--- src/rtl/id_ex_stage_pkg.sv ---
// Shared widths, control-bundle field layout and flag payload type for the ID/EX stage.
package id_ex_stage_pkg;

    localparam int unsigned REG_DATA_WIDTH = 64;
    localparam int unsigned REG_ADDR_WIDTH = 5;
    localparam int unsigned CTRL_W         = 8;

    // Layout of the opaque control bundle as EX decodes it
    localparam int unsigned CTRL_ALU_OP_LSB = 0;
    localparam int unsigned CTRL_ALU_OP_W   = 4;
    localparam int unsigned CTRL_BR_OP_LSB  = 4;
    localparam int unsigned CTRL_BR_OP_W    = 3;
    localparam int unsigned CTRL_JUMP_BIT   = 7;

    localparam int unsigned PERF_CNT_W = 32;

    typedef struct packed {
        logic reg_write;
        logic mem_read;
        logic mem_write;
    } ex_flags_t;

    localparam ex_flags_t FLAGS_NONE = '0;

endpackage

--- src/rtl/id_ex_stage_hazard_detect.sv ---
// Combinational load-use hazard detection and ID stall generation.
module id_ex_stage_hazard_detect
    import id_ex_stage_pkg::*;
#(
    parameter int unsigned ADDR_W = REG_ADDR_WIDTH
) (
    input  logic              reset,
    input  logic              ex_valid,
    input  logic              ex_mem_read,
    input  logic [ADDR_W-1:0] ex_rd_addr,
    input  logic              id_valid,
    input  logic              id_use_rs1,
    input  logic              id_use_rs2,
    input  logic [ADDR_W-1:0] id_rs1_addr,
    input  logic [ADDR_W-1:0] id_rs2_addr,
    input  logic              ex_hold,
    input  logic              flush,
    output logic              luh_c,
    output logic              id_stall
);

    // A load targeting x0 produces nothing to wait for
    always_comb begin
        luh_c = 1'b0;
        if (ex_valid && ex_mem_read && (ex_rd_addr != '0) && id_valid) begin
            luh_c = (id_use_rs1 && (id_rs1_addr == ex_rd_addr)) ||
                    (id_use_rs2 && (id_rs2_addr == ex_rd_addr));
        end
    end

    // Redirect overrides every stall reason; nothing stalls while reset is held
    assign id_stall = reset && (luh_c || ex_hold) && !flush;

endmodule

--- src/rtl/id_ex_stage.sv ---
// ID/EX pipeline register with load-use bubbles, hold, flush and writeback snoop.
// Optional performance counters are built when ID_EX_PERF_CNT_EN is defined.
module id_ex_stage
    import id_ex_stage_pkg::ex_flags_t;
    import id_ex_stage_pkg::FLAGS_NONE;
    import id_ex_stage_pkg::PERF_CNT_W;
#(
    parameter int unsigned DATA_W = id_ex_stage_pkg::REG_DATA_WIDTH,
    parameter int unsigned ADDR_W = id_ex_stage_pkg::REG_ADDR_WIDTH,
    parameter int unsigned CTRL_W = id_ex_stage_pkg::CTRL_W
) (
    input  logic              clk,
    input  logic              reset,
    input  logic              id_valid,
    input  logic [DATA_W-1:0] id_pc,
    input  logic [ADDR_W-1:0] id_rs1_addr,
    input  logic [ADDR_W-1:0] id_rs2_addr,
    input  logic              id_use_rs1,
    input  logic              id_use_rs2,
    input  logic [DATA_W-1:0] id_rs1_data,
    input  logic [DATA_W-1:0] id_rs2_data,
    input  logic [ADDR_W-1:0] id_rd_addr,
    input  logic [DATA_W-1:0] id_imm,
    input  logic [CTRL_W-1:0] id_ctrl,
    input  logic              id_reg_write,
    input  logic              id_mem_read,
    input  logic              id_mem_write,
    input  logic              ex_hold,
    input  logic              flush,
    input  logic              wb_reg_write,
    input  logic [ADDR_W-1:0] wb_rd_addr,
    input  logic [DATA_W-1:0] wb_data,
    output logic              ex_valid,
    output logic [DATA_W-1:0] ex_pc,
    output logic [DATA_W-1:0] ex_rs1_data,
    output logic [DATA_W-1:0] ex_rs2_data,
    output logic [DATA_W-1:0] ex_imm,
    output logic [ADDR_W-1:0] ex_rs1_addr,
    output logic [ADDR_W-1:0] ex_rs2_addr,
    output logic [ADDR_W-1:0] ex_rd_addr,
    output logic [CTRL_W-1:0] ex_ctrl,
    output logic              ex_reg_write,
    output logic              ex_mem_read,
    output logic              ex_mem_write,
    output logic              id_stall
`ifdef ID_EX_PERF_CNT_EN
    ,
    output logic [PERF_CNT_W-1:0] perf_bubble_cnt,
    output logic [PERF_CNT_W-1:0] perf_flush_cnt
`endif
);

    ex_flags_t flags_q;
    ex_flags_t id_flags_c;
    logic      luh_c;
    logic      snoop_rs1_c;
    logic      snoop_rs2_c;

    id_ex_stage_hazard_detect #(
        .ADDR_W (ADDR_W)
    ) u_hazard_detect (
        .reset       (reset),
        .ex_valid    (ex_valid),
        .ex_mem_read (flags_q.mem_read),
        .ex_rd_addr  (ex_rd_addr),
        .id_valid    (id_valid),
        .id_use_rs1  (id_use_rs1),
        .id_use_rs2  (id_use_rs2),
        .id_rs1_addr (id_rs1_addr),
        .id_rs2_addr (id_rs2_addr),
        .ex_hold     (ex_hold),
        .flush       (flush),
        .luh_c       (luh_c),
        .id_stall    (id_stall)
    );

    // An empty ID slot must never carry side-effect flags into EX
    always_comb begin
        id_flags_c = FLAGS_NONE;
        if (id_valid) begin
            id_flags_c.reg_write = id_reg_write;
            id_flags_c.mem_read  = id_mem_read;
            id_flags_c.mem_write = id_mem_write;
        end
    end

    assign snoop_rs1_c = wb_reg_write && (wb_rd_addr != '0) && (wb_rd_addr == ex_rs1_addr);
    assign snoop_rs2_c = wb_reg_write && (wb_rd_addr != '0) && (wb_rd_addr == ex_rs2_addr);

    // Update priority: flush, hold (with snoop), load-use bubble, load
    always_ff @(posedge clk or negedge reset) begin
        if (!reset) begin
            ex_valid    <= 1'b0;
            ex_pc       <= '0;
            ex_rs1_data <= '0;
            ex_rs2_data <= '0;
            ex_imm      <= '0;
            ex_rs1_addr <= '0;
            ex_rs2_addr <= '0;
            ex_rd_addr  <= '0;
            ex_ctrl     <= '0;
            flags_q     <= FLAGS_NONE;
        end else if (flush) begin
            ex_valid <= 1'b0;
            flags_q  <= FLAGS_NONE;
        end else if (ex_hold) begin
            if (snoop_rs1_c) ex_rs1_data <= wb_data;
            if (snoop_rs2_c) ex_rs2_data <= wb_data;
        end else if (luh_c) begin
            ex_valid <= 1'b0;
            flags_q  <= FLAGS_NONE;
        end else begin
            ex_valid    <= id_valid;
            ex_pc       <= id_pc;
            ex_rs1_data <= id_rs1_data;
            ex_rs2_data <= id_rs2_data;
            ex_imm      <= id_imm;
            ex_rs1_addr <= id_rs1_addr;
            ex_rs2_addr <= id_rs2_addr;
            ex_rd_addr  <= id_rd_addr;
            ex_ctrl     <= id_ctrl;
            flags_q     <= id_flags_c;
        end
    end

    assign ex_reg_write = flags_q.reg_write;
    assign ex_mem_read  = flags_q.mem_read;
    assign ex_mem_write = flags_q.mem_write;

`ifdef ID_EX_PERF_CNT_EN
    // Free-running event counters, wrapping naturally at their width
    always_ff @(posedge clk or negedge reset) begin
        if (!reset) begin
            perf_bubble_cnt <= '0;
            perf_flush_cnt  <= '0;
        end else begin
            if (flush) perf_flush_cnt <= perf_flush_cnt + PERF_CNT_W'(1);
            if (!flush && !ex_hold && luh_c) perf_bubble_cnt <= perf_bubble_cnt + PERF_CNT_W'(1);
        end
    end
`endif

endmodule

--- config.mk ---
export PLATFORM = sky130hd
export DESIGN_NAME = id_ex_stage
export DESIGN_NICKNAME = d
export VERILOG_FILES = /design/src/rtl/id_ex_stage_pkg.sv /design/src/rtl/id_ex_stage_hazard_detect.sv /design/src/rtl/id_ex_stage.sv
export SDC_FILE = /design/constraint.sdc
export NUM_CORES = 1
export LEC_CHECK = 0
export BUFFER_PORTS_ARGS = -buffer_cell sky130_fd_sc_hd__buf_2
export CAP_MARGIN = 30
export CORE_AREA = 2 2 249 251
export CTS_CLUSTER_DIAMETER = 120
export DETAILED_ROUTE_END_ITERATION = 16
export DIE_AREA = 0 0 251 253
export SYNTH_ARGS = -nofsm -noshare
export SYNTH_HDL_FRONTEND = slang
export SYNTH_SLANG_ARGS = --single-unit
--- constraint.sdc ---
create_clock -name clk -period 2.4 [get_ports clk]
set_input_delay 0.24 -clock clk [delete_from_list [all_inputs] [get_ports clk]]
set_output_delay 0.24 -clock clk [all_outputs]
set_load 0.05 [all_outputs]
==> results.ini <==
[setup_path]
ff2ff_path_depth = 8
critPathLaunchType = flop
cp_cell_sequence = or4_4 > o2111a_2 > buf_6 > a21oi_4 > nor3b_4 > buf_6
crit_cells = 6
crit_required_ns = 2.16
r2r_start = ex_rd_addr[0]
rrSetupSlack_ns = -0.06
slowest_stage = or4_4
critPathKind = flop to output pin
cp_top_family = simple AND/OR/NAND/NOR gates
path_max_fanout = 2
critPathMaxStageDelay_ns = 0.54
cpMostUsedCell = buf_6
cp-end-kind = output pin
cp.arrival_ns = 2.25
worst-path-buf-inv = 2
worstReg2RegEnd = ex_rs2_addr[0]

[drt]
ant_nets = 0
drt_pass1_iterations = 6
drc = 0
via_per_inst = 4.82
drtIter0Drc = 746
finalWirelength_um = 63400
num_vias = 13863
wl_per_cell_um = 22.0

[floorplanning]
fp.dieH_um = 253
start_util_pct = 23.5
ios = 643
die_area_mm2 = 0.0635
rows = 91
die_width_um = 251
core_mm2 = 0.0610

[synthesis]
ys_types = 32
yosys_warnings = 0
synth_seq_cells = 283
synth.avg_cell_area_um2 = 11.3
synth-edff-count = 0
syn_nets = 1626
ys.flop_type = dfrtp_1
yosys-top-cells-area = dfrtp_1 (49%), o2111a_1 (10%), mux2_1 (7.1%), nand3b_1 (6.9%), nand2b_1 (5.6%)
synth_area_mm2 = 0.0143
yosysTopAreaCell = dfrtp_1
synth_top_area_share_pct = 49.5
async_flop_share_pct = 100
ys_seq_area_share_pct = 49.5
synthCells = 1267

[flow_run]
max-cap-violations = 0

[clock_network]
cts.sinks = 283
numCtsBuffers = 36
cts.reportedPaths.clkPinSlew_ns = 0.06
root_buffer = clkbuf_16
cts_buffer_depth = 3
cts.htree.levels = 2
insertion_delay_ns = 0.54
cts_tree = built

[place]
gp_congestion = 0.853
portBuffers = 642
dp_slack_ns = 0.00788
hpwl_um = 43300

[sta]
tightest_slew_ns = 0.725
layout_setup_ws_ns = -0.0946
rsz0062_at_grt = yes
slew_headroom_pct = 51.7
setup_viol = 105
slew_viol_final = 0
holdWs_ns = 0.0660
max_freq_mhz = 401
hold_violations = 0
fin_crit_sh_pct = 104
layout_min_cycle_time_ns = 2.49
finalClockSkew_ns = 0.0171

[global_routing]
grt_overflow = 0
grt_pass1_vias = 14502
grt_util_all_layers_pct = 18.4
grt_start_max_net_pins = 132
grt_antenna_before_repair = 15
grt_pass1_wl_um = 89700

[min_path]
whs_endpoint = ex_rs2_data[53]
hold_depth = 3
hp-start = wb_data[53]
min-delay-path-class = input port to flop

[power]
irDropWorstVdd_mv = 0.617
powerDensity_mw_per_mm2 = 798
p_leak_nw = 9.71

[layout]
drive_gt1_share_pct = 44.3
nets = 2407
area_delta_synth_final_pct = 55.7

[outcome]
status = complete, but fails checks
failed_checks = setup timing

per-stage QoR:
step | power, mW | util, % | area (um^2) | std cells | setup TNS (ns)
2_1_floorplan | 9.88 | - | 14300 | 1267 | 0
3_3_place_gp | 11.6 | 30.5 | 18600 | 2619 | 0
3_5_place_dp | 11.7 | 30.5 | 18600 | 2619 | 0
4_1_cts | 17.6 | 35.1 | 21400 | 2846 | -3.43
5_1_grt | 18.5 | 36.5 | 22300 | 2878 | -7.89
6_report | 17.8 | 36.5 | 22300 | 2879 | -2.60
cells in the final DEF, fill, tap and decap left out, types with 5 or more instances in the layout:
cell / count
buf_12: 21
buf_2: 638
buf_4: 31
buf_6: 10
buf_8: 5
clkbuf_1: 8
clkbuf_16: 45
clkbuf_8: 8
clkinv_2: 7
dfrtp_1: 279
diode_2: 13
dlygate4sd3_1: 156
mux2_1: 29
mux2_2: 25
mux2_4: 97
nand2_1: 6
nand2b_1: 128
nand3b_1: 132
nor2_1: 7
nor3_1: 128
o2111a_1: 128
o21ai_0: 130
xnor2_1: 5
xnor2_2: 5
xor2_1: 10
layout make-up:
type / instances / area [um^2]
multi-input combinational: 854 / 7130
inverter: 1 / 3.75
tap: 790 / 988
antenna: 13 / 32.5
fill: 6029 / 38700
clock inverter: 14 / 141
timing repair buffer: 872 / 5860
sequential: 283 / 7090
clock buffer: 52 / 1050
worst register-to-register path, delay by kind of cell (launching register included):
family	cells	cell delay, ns
DFF	1	0.41
AOI/OAI and AO/OA	2	0.45
muxes	1	0.33
buffers and inverters	4	0.62
and+or+nand+nor	1	0.54
cells in the mapped netlist (2+ instances only):
library cell  number
nand4_1            2
and3b_1            2
mux2_1            90
nor2_1             7
clkbuf_1          96
buf_6             10
nand2_1            6
nand2b_1         128
buf_1              4
o21ai_0          130
buf_2             19
xnor2_1           10
nor3_1           128
o22ai_1            2
nand3b_1         132
nand3_1            2
o2111a_1         129
dfrtp_1          283
mux2_2            61
a31oi_4            2
xor2_1            10
a21oi_1            3
a31oi_1            2
power by group:
group,internal (mW),leakage [nW],switching (mW)
clock,3.29,0.595,2.26
combinational,2.02,5.79,4.17
sequential,5.51,3.33,0.521
metal layers:
metal	GRT usage (%)	part of all wire [%]	vias to the layer above	routed length, um
li1	-	-	6289	-
met1	20.6	39	6911	24600
met2	32.5	50	569	31900
met3	5.56	7.5	94	4760
met4	7.36	3.5	0	2200
met5	0	0	-	0
registers in the layout, summed over array words and instances, names as in the netlist:
signal	flops
ex_ctrl	8
ex_imm	64
ex_mem_read	1
ex_mem_write	1
ex_pc	64
ex_rd_addr	5
ex_reg_write	1
ex_rs1_addr	5
ex_rs1_data	64
ex_rs2_addr	5
ex_rs2_data	64
ex_valid	1
repair_timing:
| item | CTS | global route |
|---|---|---|
| setup endpoints to repair | 2 | 146 |
| hold buffers | 156 | 0 |
| hold endpoints to repair | 336 | 0 |
| gates resized for setup | 9 | 125 |
| pin swaps | 5 | 8 |
| cloned | 0 | 10 |
| buffers inserted | 5 | 10 |
how the worst max path moves through the flow:
stage,from,endpoint,slack [ns]
floorplan,ex_rd_addr[0],ex_imm[0],0.03
global placement,ex_rd_addr[0],ex_imm[24],0.03
detailed placement,ex_rd_addr[2],ex_imm[21],0.008
CTS,ex_rd_addr[0],id_stall,-0.12
global route,ex_rd_addr[0],id_stall,-0.21
finish,ex_rd_addr[0],id_stall,-0.09
cell families after synthesis:
kind of cell              count (synthesis)  synth area share (%)
xor gates and xnor gates                 20                  1.22
buffers and inverters                   130                  4.10
AOI/OAI and AO/OA                       272                  15.6
muxes                                   151                  11.9
DFF                                     283                  49.5
and+or+nand+nor                         411                  17.8
(Power assumes the default switching activity.)
